File: src/rtl/regfile_wb_queue.sv
// ============================================================================
// regfile_wb_queue
// ----------------------------------------------------------------------------
// Write-back queue in front of the 64-bit register file's single write port.
// It accepts results from two producers: A (the ALU), which has priority, and
// B (the load/mul unit). Results are queued in acceptance order and drained
// into the regfile at a rate of at most one write per cycle. Writes to X0 are
// handshaken normally and then dropped.
//
// Optional feature:
//   WB_BYPASS_EN - when defined, the two read indices are compared against
//                  every pending entry. The youngest matching data is
//                  returned, so the reader sees values that have not yet
//                  reached the regfile. When undefined, the bypass outputs
//                  are tied to zero and the read indices are ignored.
// ============================================================================
module regfile_wb_queue #(
    parameter int DATA_W = 64,
    parameter int DEPTH  = 4
) (
    input  logic                       clk,
    input  logic                       rst_n,

    input  logic                       a_valid,
    output logic                       a_ready,
    input  logic [4:0]                 a_rd,
    input  logic [DATA_W-1:0]          a_data,

    input  logic                       b_valid,
    output logic                       b_ready,
    input  logic [4:0]                 b_rd,
    input  logic [DATA_W-1:0]          b_data,

    input  logic                       wb_hold,

    output logic                       rf_write,
    output logic [4:0]                 rf_writenum,
    output logic [DATA_W-1:0]          rf_write_data,

    output logic [$clog2(DEPTH):0]     q_count,
    output logic                       q_empty,
    output logic                       q_full,

    input  logic [4:0]                 readnum1,
    input  logic [4:0]                 readnum2,
    output logic                       byp_hit1,
    output logic                       byp_hit2,
    output logic [DATA_W-1:0]          byp_data1,
    output logic [DATA_W-1:0]          byp_data2
);

    localparam int PTR_W = $clog2(DEPTH);
    localparam int CNT_W = PTR_W + 1;
    localparam logic [CNT_W-1:0] DEPTH_C = CNT_W'(DEPTH);

    // Queue storage and bookkeeping
    logic [4:0]        rd_q   [DEPTH];
    logic [4:0]        rd_d   [DEPTH];
    logic [DATA_W-1:0] data_q [DEPTH];
    logic [DATA_W-1:0] data_d [DEPTH];
    logic [PTR_W-1:0]  head_q, head_d;
    logic [PTR_W-1:0]  tail_q, tail_d;
    logic [CNT_W-1:0]  count_q, count_d;

    // Handshake / drain control
    logic              drain;
    logic [CNT_W-1:0]  free;
    logic              a_push;
    logic              b_push;
    logic [PTR_W-1:0]  b_slot;

    // Drain decision and ready generation. A slot freed by this cycle's drain
    // counts as free, so a full queue still accepts one result while draining.
    always_comb begin
        drain   = (count_q != '0) && !wb_hold;
        free    = DEPTH_C - count_q + CNT_W'(drain);
        a_ready = (free != '0);
        b_ready = (free >= CNT_W'(2)) || ((free == CNT_W'(1)) && !a_valid);
        // X0 results complete their handshake but never occupy a slot.
        a_push  = a_valid && a_ready && (a_rd != 5'd0);
        b_push  = b_valid && b_ready && (b_rd != 5'd0);
    end

    // Next-state for the storage, pointers and occupancy. A lands ahead of B,
    // so on equal rd the later write (B) is the one that sticks.
    always_comb begin
        // NOTE: every variable gets a default first so no path leaves it unassigned (no latch).
        rd_d    = rd_q;
        data_d  = data_q;
        b_slot  = tail_q + PTR_W'(a_push);
        if (a_push) begin
            rd_d[tail_q]   = a_rd;
            data_d[tail_q] = a_data;
        end
        if (b_push) begin
            rd_d[b_slot]   = b_rd;
            data_d[b_slot] = b_data;
        end
        tail_d  = tail_q + PTR_W'(a_push) + PTR_W'(b_push);
        head_d  = head_q + PTR_W'(drain);
        count_d = count_q + CNT_W'(a_push) + CNT_W'(b_push) - CNT_W'(drain);
    end

    // Control state: pointers and occupancy, cleared by reset at any time.
    always_ff @(posedge clk or negedge rst_n) begin
        if (!rst_n) begin
            head_q  <= '0;
            tail_q  <= '0;
            count_q <= '0;
        end else begin
            // NOTE: sequential state uses non-blocking assignments so every flop samples pre-edge values.
            head_q  <= head_d;
            tail_q  <= tail_d;
            count_q <= count_d;
        end
    end

    // Entry payload storage.
    // NOTE: payload is not reset; an entry is only observed while count_q covers it, so stale contents are harmless.
    always_ff @(posedge clk) begin
        rd_q   <= rd_d;
        data_q <= data_d;
    end

    // Regfile write port, driven straight from the head entry. The head pops
    // on the same edge that the regfile captures it.
    always_comb begin
        rf_write      = drain;
        rf_writenum   = drain ? rd_q[head_q]   : 5'd0;
        rf_write_data = drain ? data_q[head_q] : '0;
    end

    // Occupancy status
    always_comb begin
        q_count = count_q;
        q_empty = (count_q == '0);
        q_full  = (count_q == DEPTH_C);
    end

`ifdef WB_BYPASS_EN
    logic [PTR_W-1:0] scan_idx;

    // Bypass lookup: scan the queue oldest to youngest so the youngest match
    // wins. The head that is being drained this cycle is still included.
    always_comb begin
        byp_hit1  = 1'b0;
        byp_hit2  = 1'b0;
        byp_data1 = '0;
        byp_data2 = '0;
        scan_idx  = '0;
        for (int i = 0; i < DEPTH; i++) begin
            scan_idx = head_q + PTR_W'(i);
            if (CNT_W'(i) < count_q) begin
                if ((readnum1 != 5'd0) && (rd_q[scan_idx] == readnum1)) begin
                    byp_hit1  = 1'b1;
                    byp_data1 = data_q[scan_idx];
                end
                if ((readnum2 != 5'd0) && (rd_q[scan_idx] == readnum2)) begin
                    byp_hit2  = 1'b1;
                    byp_data2 = data_q[scan_idx];
                end
            end
        end
    end
`else
    logic unused_readnum;

    // Bypass disabled: the outputs are tied off and the read indices are ignored.
    always_comb begin
        byp_hit1       = 1'b0;
        byp_hit2       = 1'b0;
        byp_data1      = '0;
        byp_data2      = '0;
        unused_readnum = ^{readnum1, readnum2};
    end
`endif

endmodule
File: config.mk
export PLATFORM = sky130hd
export DESIGN_NAME = regfile_wb_queue
export DESIGN_NICKNAME = d
export VERILOG_FILES = /design/src/rtl/regfile_wb_queue.sv
export SDC_FILE = /design/constraint.sdc
export NUM_CORES = 1
export LEC_CHECK = 0
export CELL_PAD_IN_SITES_DETAIL_PLACEMENT = 2
export CELL_PAD_IN_SITES_GLOBAL_PLACEMENT = 2
export CORE_MARGIN = 5
export CORE_UTILIZATION = 30
export CTS_CLUSTER_SIZE = 10
export DETAILED_ROUTE_END_ITERATION = 10
export GPL_ROUTABILITY_DRIVEN = 0
export GPL_TIMING_DRIVEN = 0
export PLACE_DENSITY = 0.86
export SLEW_MARGIN = 25
export SYNTH_ARGS = -nofsm -noshare
export SYNTH_HDL_FRONTEND = slang
export SYNTH_SLANG_ARGS = --single-unit
File: constraint.sdc
create_clock -name clk -period 3.7 [get_ports clk]
set_input_delay 0.37 -clock clk [delete_from_list [all_inputs] [get_ports clk]]
set_output_delay 0.37 -clock clk [all_outputs]
set_load 0.005 [all_outputs]
Yosys cells after proc, flatten, opt, wreduce, memory -nomap -nowiden
Cells that the tools add are included.
{"block": "totals", "ff_bits": 283, "latch_bits": 0, "mem_bits_rw": 0, "mem_bits_ro": 0, "inputBits": 153, "out_inout_bits": 207, "memories": 0}
{"block": "classes", "add_sub_neg": 8, "mul": 0, "div_mod_pow": 0, "n_lt_le_gt_ge": 6, "n_eq_ne": 2, "shifts": 0, "n_mux": 24, "bitwise": 3, "reduce_logical": 16}
{"operator": "bitwise mux 256 bit", "n": 2}
{"operator": "two-way mux 256 bit", "n": 2}
{"operator": "two-way mux 64 bit", "n": 5}
{"operator": "demux 64 bit (select 2 bit)", "n": 2}
{"operator": "binary-select mux 64 bit (select 2 bit)", "n": 1}
{"operator": "bitwise mux 20 bit", "n": 2}
{"operator": "two-way mux 20 bit", "n": 2}
{"operator": "two-way mux 5 bit", "n": 5}
{"operator": "demux 5 bit (select 2 bit)", "n": 2}
{"operator": "binary-select mux 5 bit (select 2 bit)", "n": 1}
{"operator": "nonzero test 5 bit", "n": 2}
{"operator": "adder 3 x 1 -> 3 bit", "n": 3}
{"operator": ">= comparator 3 bit, second input constant", "n": 3}
{"operator": "inverter 2 -> 3 bit", "n": 3}
{"operator": "logical AND 1 bit", "n": 8}
{"operator": "adder 2 x 1 -> 2 bit", "n": 3}
{"operator": "less-than comparator 3 x 1 -> 1 bit, second input constant", "n": 2}
{"operator": "nonzero test 3 bit", "n": 2}
{"operator": "== test 3 x 1 -> 1 bit, second input constant", "n": 1}
{"operator": "== test 3 bit, second input constant", "n": 1}
{"operator": ">= comparator 3 x 2 -> 1 bit, second input constant", "n": 1}
{"operator": "logical NOT 3 bit", "n": 1}
{"operator": "subtractor 3 x 1 -> 3 bit", "n": 1}
{"operator": "subtractor 3 bit, first input constant", "n": 1}
{"operator": "other kinds (2)", "n": 3}

Depth between registers and ports, before layout
Gate-level depths: netlist (run 1).
{"block": "logic_depth", "depth_word": 14, "ltp_mapped": 17, "mapped_depth_nobuf": 16}

Worst setup path after synthesis (run 1)
OpenSTA, ideal clock, no wires.
{"block": "synth_path", "path_kind": "flip-flop to flip-flop", "startpoint": "register count_q[2] (netlist: q_count[2])", "endpoint": "register count_q[2] (netlist: q_count[2])", "setup_ns": 0.125, "arrival_ns": 3.146, "t_required_ns": 3.575, "setup_slack_ns": 0.429, "stages_incl_launch_ff": 18, "n_path_buf": 1, "period_less_slack_ns": 3.271, "path_cell_list": "dfrtp_1 > buf_2 > nor3_1 > or2_2 > ha_1 > inv_1 > ha_1 > xnor2_1 > a21oi_1 > inv_1 > ha_1 > xnor2_1 > ha_1 > inv_1 > o31ai_1 > fa_1 > xor2_1 > xnor2_1"}
{"block": "synth_between", "elab_chain_cells": 10, "elab_cells_between_ends": 16, "cone_classes": "add/sub (5); order compare (1); eq/ne (1); reduce/logical (9)"}
{"item": "from (decl)", "line": "63", "text": "logic [CNT_W-1:0] count_q, count_d;"}
{"item": "from (signal assigned)", "line": "114", "text": "count_q <= count_d;"}
{"item": "branches (longest 9 deep; another with subtractor 3 bit)"}
{"item": "subtractor 3 x 1 -> 3 bit (*)", "line": "101", "text": "count_d = count_q + CNT_W'(a_push) + CNT_W'(b_push) - CNT_W'(drain);"}
{"item": "net count_d[2]", "line": "63"}
Mark *: on every way through the listed nets, which the timed path passes.

==> impl_metrics.env, run 1 <==
export IMPL_synth_top_family_by_area="simple AND/OR/NAND/NOR gates"
export IMPL_slew_viol_final=0
export IMPL_max_clock_path_buffers=3
export IMPL_status="complete, but fails checks"
export IMPL_gr_total_overflow=0
export IMPL_grt_busiest_layer="met2"
export IMPL_diodes=0
export IMPL_synthMuxAreaShare_pct=9.39
export IMPL_clock_fmax_ghz=0.268
export IMPL_dieArea_sq_um=60000
export IMPL_worstPathCellList="buf_8 -> nor3_2 -> or2_4 -> ha_1 -> inv_1 -> ha_2 -> nand2b_1 -> clkbuf_1 -> o21ai_4 -> clkbuf_2 -> clkbuf_1 -> o21ai_0 -> a31oi_1"
export IMPL_syn_avg_cell_area_sq_um=8.28
export IMPL_die_y_um=245
export IMPL_relSlewSlack_pct=43.1
export IMPL_synthCells=1998
export IMPL_period_share_pct=101
export IMPL_cp_arrival_ps=4180
export IMPL_place_inst=3050
export IMPL_cp_slowest_cell="clkbuf_1"
export IMPL_start_kind="register"
export IMPL_clk_pin_slew_ps=60
export IMPL_grt_max_degree=20
export IMPL_synthAdderAreaFrac_pct=0.650
export IMPL_syn2layout_area_growth_pct=31.3
export IMPL_ir_drop_v=0.000447
export IMPL_tns_ps=-28.3
export IMPL_synth_top_area_share_pct=33.4
export IMPL_nNetsFinal=2557
export IMPL_cap_violations=0
export IMPL_synthSimpleGateAreaFrac_pct=22.0
export IMPL_path_max_fanout=10
export IMPL_failed_checks="setup timing"
export IMPL_fin_cells=3125
export IMPL_fillCellCount=6101
export IMPL_worst_pin_slew_ps=854
export IMPL_io_buffers=219
export IMPL_met3_usage_pct=7.04
export IMPL_antenna_found_initial=1
export IMPL_grtUsageMet2_pct=49.2
export IMPL_powerDensity_nw_per_um2=1090
export IMPL_vias=19600
export IMPL_yosysTopAreaCell="dfxtp_1"
export IMPL_timing_final_ws_setup_ps=-28.3
export IMPL_holdWs_ps=191
export IMPL_hold_violations=0
export IMPL_cts_root_buf="clkbuf_16"
export IMPL_cts_sinks=283
export IMPL_dpl_instance_area_sq_um=20100
export IMPL_htree_levels=2
export IMPL_synth_xor_xnor_area_share_pct=0.590
export IMPL_synthDistinctLibCells=36
export IMPL_mostFrequentLayoutCells="a31oi_1, o21ai_0, dfxtp_1"
export IMPL_cts_tree="built"
export IMPL_fin_skew_ps=14.1
export IMPL_max_stage_delay_ps=460
export IMPL_io_pins=360
export IMPL_synthTopCellsByArea="dfxtp_1, a31oi_1, mux4_2"
export IMPL_synth_compound_area_share_pct=19.5
export IMPL_start_util_pct=30.2
export IMPL_ys_warn_count=0
export IMPL_setup_viol=1
export IMPL_ys_ff_latch=283
export IMPL_drive_above_1_share_pct=16.5
export IMPL_dp_hpwl_um=62900
export IMPL_die_w_um=245
export IMPL_grt_pass1_vias=21400
export IMPL_avgViaCountPerCell=6.26
export IMPL_drt_pass1_iter_count=5
export IMPL_track_usage_pct=29.0
export IMPL_min_period_ps=3730
export IMPL_gr_usage_met1_pct=35.0
export IMPL_core_area_sq_um=54900
export IMPL_clk_latency_ps=570
export IMPL_wl_per_cell_um=29.7
export IMPL_ys_seq_area_share_pct=34.4
export IMPL_hp_class="in -> async"
export IMPL_endpoint_kind="register"
export IMPL_critPathMostFrequentCell="clkbuf_1"
export IMPL_netlist_area_sq_um=16600
export IMPL_final_util_pct=39.6
export IMPL_placementRows=86
export IMPL_ff2ff_path_depth=13
export IMPL_drt_iter0_markers=1992
export IMPL_numCtsBuffers=38
export IMPL_drc_errors=0
export IMPL_p_leak_nw=7.88
export IMPL_path_class="reg -> reg"
export IMPL_grt_pass1_wl_um=135000
export IMPL_antenna_left=0
export IMPL_worstPathRequired_ps=4160
export IMPL_routed_wl_um=92700
export IMPL_finalInstanceArea_sq_um=21700
## flip-flops by register name (all words and copies together) (netlist names)
| register | cells |
|---|---|
| data_q | 256 |
| head_q | 2 |
| q_count | 3 |
| rd_q | 20 |
| tail_q | 2 |
## final timing paths
path | startpoint | slack (ps) | end
worst max-delay path | q_count[2]$_DFF_PN0_ | -30 | data_q[62]$_DFF_P_
worst min-delay path | rst_n | 190 | head_q[0]$_DFF_PN0_
worst max register to register | q_count[2]$_DFF_PN0_ | -30 | data_q[62]$_DFF_P_
worst min register to register | head_q[0]$_DFF_PN0_ | 510 | head_q[0]$_DFF_PN0_
max in group asynchronous | rst_n | 3060 | q_count[1]$_DFF_PN0_
min in group clk | head_q[0]$_DFF_PN0_ | 510 | head_q[0]$_DFF_PN0_
## cell families after synthesis
| kind of cell | after synthesis |
|---|---|
| adder cells (fa/ha/maj) | 8 |
| buffers and inverters | 423 |
| other | 1 |
| XOR/XNOR | 9 |
| multiplexers | 69 |
| flip-flops | 283 |
| AND/OR/NAND/NOR | 639 |
| AO/OA/AOI/OAI | 566 |
## power by group
part	switching, mW	internal, mW
sequential	1.01	4.89
clock	1.55	2.29
combinational	8.54	5.32
## cells in the mapped netlist
library cell  number
buf_2             51
xor2_1             3
buf_1             10
clkbuf_1         173
or2_1              4
o21ai_1            1
fa_1               1
xor2_4             1
xnor2_1            5
and2_1            70
buf_6              8
o21ai_2            5
a31oi_1          276
buf_4            133
conb_1             1
nor2_1             3
ha_1               7
nor3b_1            1
o21ai_0          276
nand2b_1           1
nor3_1           277
or2_2              1
or4_1              2
a21oi_1            1
or3_1            160
inv_1             48
o21bai_1           1
o31ai_1            1
o211ai_2           4
nor2b_1            3
o21a_1             1
mux4_2            69
dfxtp_1          276
dfrtp_1            7
nand4_1          116
nand2_1            1
## through the flow
step	setup slack, ps	power (mW)
3_5_place_dp	-1340	18.4
4_1_cts	12.6	22.8
6_report	-28.3	23.6
2_1_floorplan	429	13.0
3_3_place_gp	-1130	17.6
5_1_grt	-126	24.4
## worst max-delay path, delay by kind of cell (launching register included)
| kind | cells | cell delay, ps |
|---|---|---|
| buffers and inverters | 5 | 1250 |
| AO/OA/AOI/OAI | 3 | 920 |
| AND/OR/NAND/NOR | 3 | 570 |
| adder cells (fa/ha/maj) | 2 | 440 |
| flip-flops | 1 | 420 |
## what timing repair did
item,in CTS,in global routing
hold endpoints to repair,0,0
endpoints found under the setup margin,350,289
gates resized for setup,72,28
hold buffers,0,0
setup buffers,5,9
pin swaps,2,4
## final cells by class
class,count,area (sq um),area share (%)
sequential,283,5700,26.3
multi-input combinational,1421,9280,42.7
timing repair buffer,233,2300,10.6
clock inverter,6,82.6,0.380
inverter,48,184,0.846
tap,704,881,4.05
buffer,371,2130,9.82
clock buffer,59,1160,5.35
## routing by layer
metal,vias up,routed length (um)
li1,8087,-
met1,9884,35000
met2,1306,45400
met3,295,8490
met4,2,3810
met5,-,13
(Power assumes the default switching activity.)
==> inputs of run 2 (changes only) <==
--- a/config.mk
+++ b/config.mk
@@ -12,7 +12,6 @@
 export CTS_CLUSTER_SIZE = 10
 export DETAILED_ROUTE_END_ITERATION = 10
 export GPL_ROUTABILITY_DRIVEN = 0
-export GPL_TIMING_DRIVEN = 0
 export PLACE_DENSITY = 0.86
 export SLEW_MARGIN = 25
 export SYNTH_ARGS = -nofsm -noshare
==> impl_metrics.env, run 2 (same netlist as run 1, synthesis figures left out) <==
export IMPL_p_sw_mw=10.2
export IMPL_worstPathCellList="nor3_2 -> or2_2 -> ha_1 -> inv_1 -> ha_1 -> nor2b_2 -> a21oi_1 -> buf_4 -> ha_1 -> inv_1 -> o211ai_4 -> buf_6 -> nor3_1 -> a31oi_1"
export IMPL_highest_layer="met5"
export IMPL_hold_violations=0
export IMPL_post_cts_buffers=0
export IMPL_core_area_sq_um=54900
export IMPL_rr_startpoint="q_count[2]$_DFF_PN0_"
export IMPL_setup_viol=0
export IMPL_start_kind="register"
export IMPL_cts_root_buf="clkbuf_16"
export IMPL_start_util_pct=30.2
export IMPL_cts_hold_buf=0
export IMPL_grt_pass1_vias=18700
export IMPL_fin_skew_ps=17.4
export IMPL_routed_wl_um=75600
export IMPL_switching_share_pct=45.3
export IMPL_worst_pin_slew_ps=904
export IMPL_vias=17000
export IMPL_endpoint_kind="register"
export IMPL_internal_power_mw=12.3
export IMPL_r2r_slack_ps=100
export IMPL_clock_power_share_pct=16.3
export IMPL_gr_total_overflow=0
export IMPL_dp_hpwl_um=42700
export IMPL_largest_register="data_q"
export IMPL_powerDensity_nw_per_um2=1110
export IMPL_mostFrequentLayoutCells="nor3_1, a31oi_1, o21ai_0, dfxtp_1, clkdlybuf4s50_1"
export IMPL_hp_class="in -> async"
export IMPL_holdWs_ps=144
export IMPL_p_leak_nw=6.95
export IMPL_finalInstanceArea_sq_um=20300
export IMPL_met1Wirelength_um=31700
export IMPL_wl_per_cell_um=27.0
export IMPL_avgViaCountPerCell=6.07
export IMPL_worstPathRequired_ps=4170
export IMPL_drt_pass1_iter_count=5
export IMPL_path_max_fanout=34
export IMPL_io_pins=360
export IMPL_cts_sinks=283
export IMPL_ir_drop_v=0.000676
export IMPL_drt_iter0_markers=1223
export IMPL_cp_arrival_ps=4070
export IMPL_place_inst=2729
export IMPL_r2r_end="data_q[89]$_DFF_P_"
export IMPL_critPathMostFrequentCell="ha_1"
export IMPL_track_usage_pct=23.7
export IMPL_slew_viol_final=0
export IMPL_die_w_um=245
export IMPL_antenna_found_initial=4
export IMPL_numCtsBuffers=38
export IMPL_grt_max_degree=269
export IMPL_drc_errors=0
export IMPL_ff2ff_path_depth=14
export IMPL_dpl_instance_area_sq_um=18900
export IMPL_max_clock_path_buffers=3
export IMPL_wl_met3_um=4150
export IMPL_min_period_ps=3600
export IMPL_pwr_share_comb_pct=57.6
export IMPL_wl_met2_um=37600
export IMPL_cp_slowest_cell="buf_6"
export IMPL_max_stage_delay_ps=440
export IMPL_clk_pin_slew_ps=60
export IMPL_nNetsFinal=2228
export IMPL_htree_levels=2
export IMPL_cts_tree="built"
export IMPL_antenna_left=0
export IMPL_pwr_share_seq_pct=26.1
export IMPL_largest_reg_flops=256
export IMPL_finalPower_mw=22.5
export IMPL_grt_pass1_wl_um=113000
export IMPL_drive_above_1_share_pct=9.94
export IMPL_status="finished, final reports clean"
export IMPL_path_class="reg -> reg"
export IMPL_fin_cells=2798
export IMPL_clk_latency_ps=560
export IMPL_syn2layout_area_growth_pct=22.4
export IMPL_die_y_um=245
export IMPL_relSlewSlack_pct=39.7
export IMPL_placementRows=86
export IMPL_dieArea_sq_um=60000
export IMPL_clock_fmax_ghz=0.278
export IMPL_period_share_pct=97.3
export IMPL_io_buffers=219
export IMPL_fillCellCount=6003
export IMPL_cap_violations=0
## run 2: power groups by stage
stage / clock (mW) / sequential [mW] / combinational (mW)
after global placement: 0 / 5.74 / 11.9
after global routing: 3.85 / 6.04 / 13.7
after floorplan: 0 / 5.39 / 7.58
final: 3.68 / 5.87 / 12.9
after CTS: 3.74 / 5.86 / 12.7
after detailed placement: 0 / 5.89 / 12.6
## run 2: cell type report
cell class	instances	area (sq um)	area share (%)
Multi-Input combinational cell	1421	9280	45.8
Sequential cell	283	5710	28.2
Timing Repair Buffer	275	2990	14.8
Clock buffer	60	1190	5.86
Tap cell	704	881	4.35
Inverter	48	180	0.889
Clock inverter	5	30.0	0.148
Antenna cell	2	5.00	0.0247
## run 2: worst max-delay path, delay by kind of cell (launching register included)
family	cells	cell delay (ps)
adder cells (fa/ha/maj)	3	910
AND/OR/NAND/NOR	4	860
buffers and inverters	4	810
AO/OA/AOI/OAI	3	440
flip-flops	1	390
## run 2: worst max path at each step
stage                    startpoint                   end  slack [ps]  cells after the start
5_1_grt        q_count[2]$_DFF_PN0_   data_q[201]$_DFF_P_         -40                     14
2_1_floorplan  q_count[2]$_DFF_PN0_  q_count[2]$_DFF_PN0_         430                     17
6_report       q_count[2]$_DFF_PN0_    data_q[89]$_DFF_P_         100                     14
3_5_place_dp                wb_hold     data_q[3]$_DFF_P_        -270                     14
4_1_cts        q_count[2]$_DFF_PN0_    data_q[87]$_DFF_P_          30                     14
3_3_place_gp                wb_hold     data_q[1]$_DFF_P_         -50                     14
## run 2: what timing repair did
action                                  in CTS  in global routing
gates resized for setup                      3                  7
pin swaps                                    0                  0
endpoints found under the setup margin     165                135
cloned                                       0                  1
## run 2: metal layers
metal,vias to the layer above,track usage (%)
met5,-,0
met4,4,8.58
met3,163,3.55
met2,636,41.2
met1,8781,29.9
li1,7407,-
## run 2: per-stage QoR
stage	util, %	setup slack, ps	setup TNS, ps
after floorplan	-	429	0
after global placement	34.5	-45.4	-2180
after detailed placement	34.5	-270	-22070
after CTS	36.8	26.6	0
after global routing	36.9	-39.9	-83.6
final	36.9	99.7	0
==> edit 1 (config.mk and constraints of run 2) <==
Change the parameter `DATA_W` from 64 to 68.
--- a/src/rtl/regfile_wb_queue.sv
+++ b/src/rtl/regfile_wb_queue.sv
@@ -16,5 +16,5 @@
 // ============================================================================
 module regfile_wb_queue #(
-    parameter int DATA_W = 64,
+    parameter int DATA_W = 68,
     parameter int DEPTH  = 4
 ) (
Ports: changed (5 resized); port bits go from 360 to 380. The function was not compared with the original's and may differ.
==> edit 1 against run 2 <==
Wire length rose by 3.7%; worst setup slack improved by 0.13 ns; critical path depth rose by 2; sequential share of layout area rose by 0.067 points; global-route usage fell by 0.16 points; design area rose by 5.4%; critical endpoint is now q_count[2]; sequential cell count rose by 16; synthesized area rose by 5.3%; clock skew fell by 0.0087 ns; total power rose by 4.4%.
==> edit 1: results (changes against run 2) <==
| Metric | Value |
|---|---|
| Status | complete, no violations |
| Layout Nets | 2360 (+5.9%) |
| Cells after synthesis | 2109 (+5.6%) |
| CP max stage delay | 0.44 ns (about the same) |
| Setup ws final | 0.233 ns (+0.134 ns) |
| Place WS | -0.0879 ns (+0.182 ns) |
| Slowest CP cell | fa_1 |
| # setup viols final | 0 (unchanged) |
| LEAKAGE | 7.33 nW (+5.5%) |
| Ys async rst share | 0.0234 (-0.00132) |
| Max IR drop VDD | 712 uV (+5.3%) |
| Setup TNS Final | 0 ns (unchanged) |
| DR vias | 17850 (+5.1%) |
| Reg-to-reg setup timing slack | 0.23 ns (+0.13 ns) |
| Largest register FFs | 272 (+6.3%) |
| Most flop-heavy register | data_q |
| Synth cell types | 38 (+5.6%) |
| First-pass GRT wire length | 119000 um (+5.7%) |
| Placed cells | 2913 (+6.7%) |
| Clk_skew | 0.00869 ns (-0.00869 ns) |
| # port buffers | 231 (+5.5%) |
| Largest cells by area after synthesis | dfxtp_1 34%, a31oi_1 10%, mux4_2 9.4%, nor3_1 8.4%, o21ai_0 8.4% |
| Worst rel slew slack | 0.449 (+0.0516) |
| Hold_ws | 0.0893 ns (-0.0547 ns) |
| Worst-path fanout max | 3 (-91%) |
| # fillers | 6378 (+6.2%) |
| Most used DFF post-synth | dfxtp_1 |
| Initial DRT Pass Iterations | 5 (unchanged) |
| DRT iter0 DRCs | 1252 (+2.4%) |
| Hold Path Class | in2async |
| YS warnings | 0 (unchanged) |
| DP HPWL | 46600 um (+9.1%) |
| GRT Overall Usage | 0.235 (-0.00163) |
| Share of layout cells above drive strength 1 | 0.0969 (-0.00249) |
| Wirelength per Cell | 26.3 um (-2.8%) |
| Largest net degree at the start of global routing | 301 (+12%) |
| Number of global-route vias before repair | 19768 (+5.6%) |
| Vias per cell | 5.97 (-1.6%) |
| CTS Buf Count | 39 (+2.6%) |
| Max Buffers Root-to-Sink | 3 (unchanged) |
| Clock slew at reported path FFs | 0.06 ns (about the same) |
| Worst Path Arrival | 3.94 ns (-0.13 ns) |
| Crit-path leading delay family | adder cells |
| Antenna violations before repair | 9 (+5) |
| CTS root buffer | clkbuf_16 |
| Seq/Total Area, Yosys | 0.345 (+0.00102) |
| H-tree depth | 2 (unchanged) |
| Worst skew pair latency | 0.56 ns (about the same) |
| Post-DP Area | 20000 um^2 (+5.7%) |
| Post-synth top cells | 293 x nor3_1, 292 x a31oi_1, 292 x dfxtp_1 |
[edit 1: final timing paths]
kind                                 start          to  depth (start not counted)
min in group clk                data_q[71]  data_q[71]                          2
worst max-delay path            q_count[2]  q_count[2]                         16
worst min register to register  data_q[71]  data_q[71]                          2
worst max register to register  q_count[2]  q_count[2]                         16
max in group asynchronous            rst_n   head_q[0]                          1
worst min-delay path                 rst_n  q_count[1]                          1
[edit 1: kinds of logic after synthesis]
group,Yosys count,share of synthesized area
flip-flops,299,0.345
AND/OR/NAND/NOR,675,0.221
XOR/XNOR,9,0.00495
adder cells (fa/ha/maj),8,0.00617
multiplexers,73,0.0943
AO/OA/AOI/OAI,598,0.195
other,1,0.000215
buffers and inverters,446,0.133
[edit 1: cell type report]
class,count,area (um^2),area share
Antenna cell,5,12.5,0.000586
Clock buffer,63,1160,0.0542
Clock inverter,5,90.1,0.00422
Inverter,52,195,0.00914
Multi-Input combinational cell,1501,9690,0.454
Sequential cell,299,6030,0.282
Tap cell,765,957,0.0448
Timing Repair Buffer,298,3210,0.150
[edit 1: report_power, final]
group	total, mW	leakage (nW)	switching [mW]	internal, mW
sequential	6.21	2.54	1.04	5.17
combinational	13.4	4.18	7.89	5.55
clock	3.83	0.606	1.56	2.27
total	23.5	7.33	10.5	13.0
[edit 1: layer usage]
metal | wire length [um] | track usage | up-vias | share of wire
met5 | 75 | 0 | - | 0.00096
met4 | 2130 | 0.0766 | 10 | 0.027
met3 | 5540 | 0.0414 | 163 | 0.071
met2 | 38900 | 0.405 | 697 | 0.50
met1 | 31800 | 0.300 | 9141 | 0.41
li1 | - | - | 7839 | -
[edit 1: repair_timing]
item,in CTS,in global routing
setup endpoints to repair,0,61
hold buffers,0,0
buffers inserted,0,0
hold endpoints to repair,0,0
resized for setup,0,2
==> edit 2 (settings of run 2) <==
Without the edit above. Register the output `q_count`, cleared by the reset; this adds one clock of latency there. The other outputs are not delayed to match.
--- a/src/rtl/regfile_wb_queue.sv
+++ b/src/rtl/regfile_wb_queue.sv
@@ -53,4 +53,6 @@
     localparam int CNT_W = PTR_W + 1;
     localparam logic [CNT_W-1:0] DEPTH_C = CNT_W'(DEPTH);
+
+    logic [$clog2(DEPTH):0] q_count_d;
 
     // Queue storage and bookkeeping
@@ -133,5 +135,5 @@
     // Occupancy status
     always_comb begin
-        q_count = count_q;
+        q_count_d = count_q;
         q_empty = (count_q == '0);
         q_full  = (count_q == DEPTH_C);
@@ -176,3 +178,11 @@
 `endif
 
+    always_ff @(posedge clk or negedge rst_n) begin
+        if (!rst_n) begin
+            q_count <= '0;
+        end else begin
+            q_count <= q_count_d;
+        end
+    end
+
 endmodule
Behaviour: not the same (a bounded check fails within 4 cycles, from zero or initial values and one cycle with rst_n low).
==> edit 2 against run 2 <==
Total power shrank 3.5%; sequential power grew 2%; core utilization shrank 0.069 points; cell count grew 2.4%; highest routed layer is now met4; wire length shrank 6.4%; global-route usage shrank 1.2 points; synthesized area grew 0.70%; combinational power shrank 5%; clock power shrank 7.6%; sequential cell count grew 3; via count shrank 3.4%; design area grew 0.20%; worst setup slack gained 0.20 ns.
==> edit 2: results (changes against run 2) <==
| Metric | Value |
|---|---|
| CTS Buf Count | 36 (-5.3%) |
| Synth cell types | 38 (+5.6%) |
| Critical R2R Capture | data_q[208] |
| Slowest CP cell | dfrtp_1 |
| Worst-path fanout max | 32 (-5.9%) |
| Highest metal used | met4 |
| Grt met3 use | 0.0337 (-0.00180) |
| Layout Nets | 2252 (+1.1%) |
| Reg-to-reg setup timing slack | 0.30 ns (+0.20 ns) |
| Wirelength per Cell | 24.7 um (-8.6%) |
| Post-synth top cells | 277 x nor3_1, 276 x a31oi_1, 276 x dfxtp_1 |
| Largest net degree at the start of global routing | 289 (+7.4%) |
| GRT Overall Usage | 0.225 (-0.0122) |
| LEAKAGE | 7.07 nW (+1.7%) |
| Max IR drop VDD | 577 uV (-15%) |
| Seq/Total Area, Yosys | 0.346 (+0.00213) |
| Final period utilization | 0.918 (-0.0553) |
| WL met3 | 3420 um (-18%) |
| Hold_ws | 0.179 ns (+0.0354 ns) |
| Largest cells by area after synthesis | dfxtp_1 33%, a31oi_1 10%, or3_1 10%, mux4_2 9.3%, nor3_1 8.3% |
| Ys async rst share | 0.0350 (+0.0102) |
| Status | complete, no violations |
| Share of layout cells above drive strength 1 | 0.0885 (-0.0109) |
| Syn avg cell area | 8.27 um^2 (-0.15%) |
| Worst Tran Pin Value | 1.03 ns (+0.131 ns) |
| DP HPWL | 42000 um (-1.7%) |
| DRT iter0 DRCs | 1242 (+1.6%) |
| Post_cts resized | 0 (-3) |
| NetSw | 9.57 mW (-6.1%) |
| Met1 Routed Length | 30500 um (-3.8%) |
| Placed cells | 2800 (+2.6%) |
| Grt met1 use | 0.292 (-0.00711) |
edit 2: cell types whose count changed after synthesis, sizes merged:
| cell | delta |
|---|---|
| inv | +27 |
| buf | -11 |
| clkbuf | -2 |
| dfrtp | +3 |
| nand4 | -108 |
| or3 | +108 |
edit 2: critical path: cells and delay by family, from the launching register on:
| family | cells | cell delay (ns) |
|---|---|---|
| adder cells (fa/ha/maj) | 3 | 0.69 |
| buffers and inverters | 3 | 0.39 |
| flip-flops | 1 | 0.44 |
| AO/OA/AOI/OAI | 3 | 0.51 |
| AND/OR/NAND/NOR | 4 | 0.88 |
| XOR/XNOR | 1 | 0.36 |
edit 2: how the worst max path moves through the flow:
stage / from / to / cells after the start
floorplan: count_q[2] / count_q[2] / 17
global placement: wb_hold / data_q[152] / 14
detailed placement: wb_hold / data_q[147] / 14
CTS: count_q[0] / data_q[161] / 14
global route: count_q[1] / data_q[40] / 14
finish: count_q[0] / data_q[208] / 14
edit 2: layout make-up:
type	instances	share of cell area
Sequential cell	286	0.285
Inverter	75	0.0139
Tap cell	748	0.0461
Clock inverter	2	0.00105
Multi-Input combinational cell	1421	0.455
Antenna cell	3	0.000370
Clock buffer	58	0.0525
Timing Repair Buffer	271	0.146
edit 2: power by group through the flow:
stage               Combinational (mW)  Clock (mW)  Sequential, mW
floorplan                         7.37           0            5.45
global route                      13.2        3.58            6.18
global placement                  11.6           0            5.84
finish                            12.3        3.40            6.00
detailed placement                12.2           0            6.00
CTS                               12.3        3.46            5.99
edit 2: cell families after synthesis:
| kind of cell | synth area share |
|---|---|
| AND/OR/NAND/NOR | 0.219 |
| adder cells (fa/ha/maj) | 0.00646 |
| XOR/XNOR | 0.00586 |
| other | 0.000225 |
| flip-flops | 0.346 |
| AO/OA/AOI/OAI | 0.194 |
| multiplexers | 0.0932 |
| buffers and inverters | 0.135 |
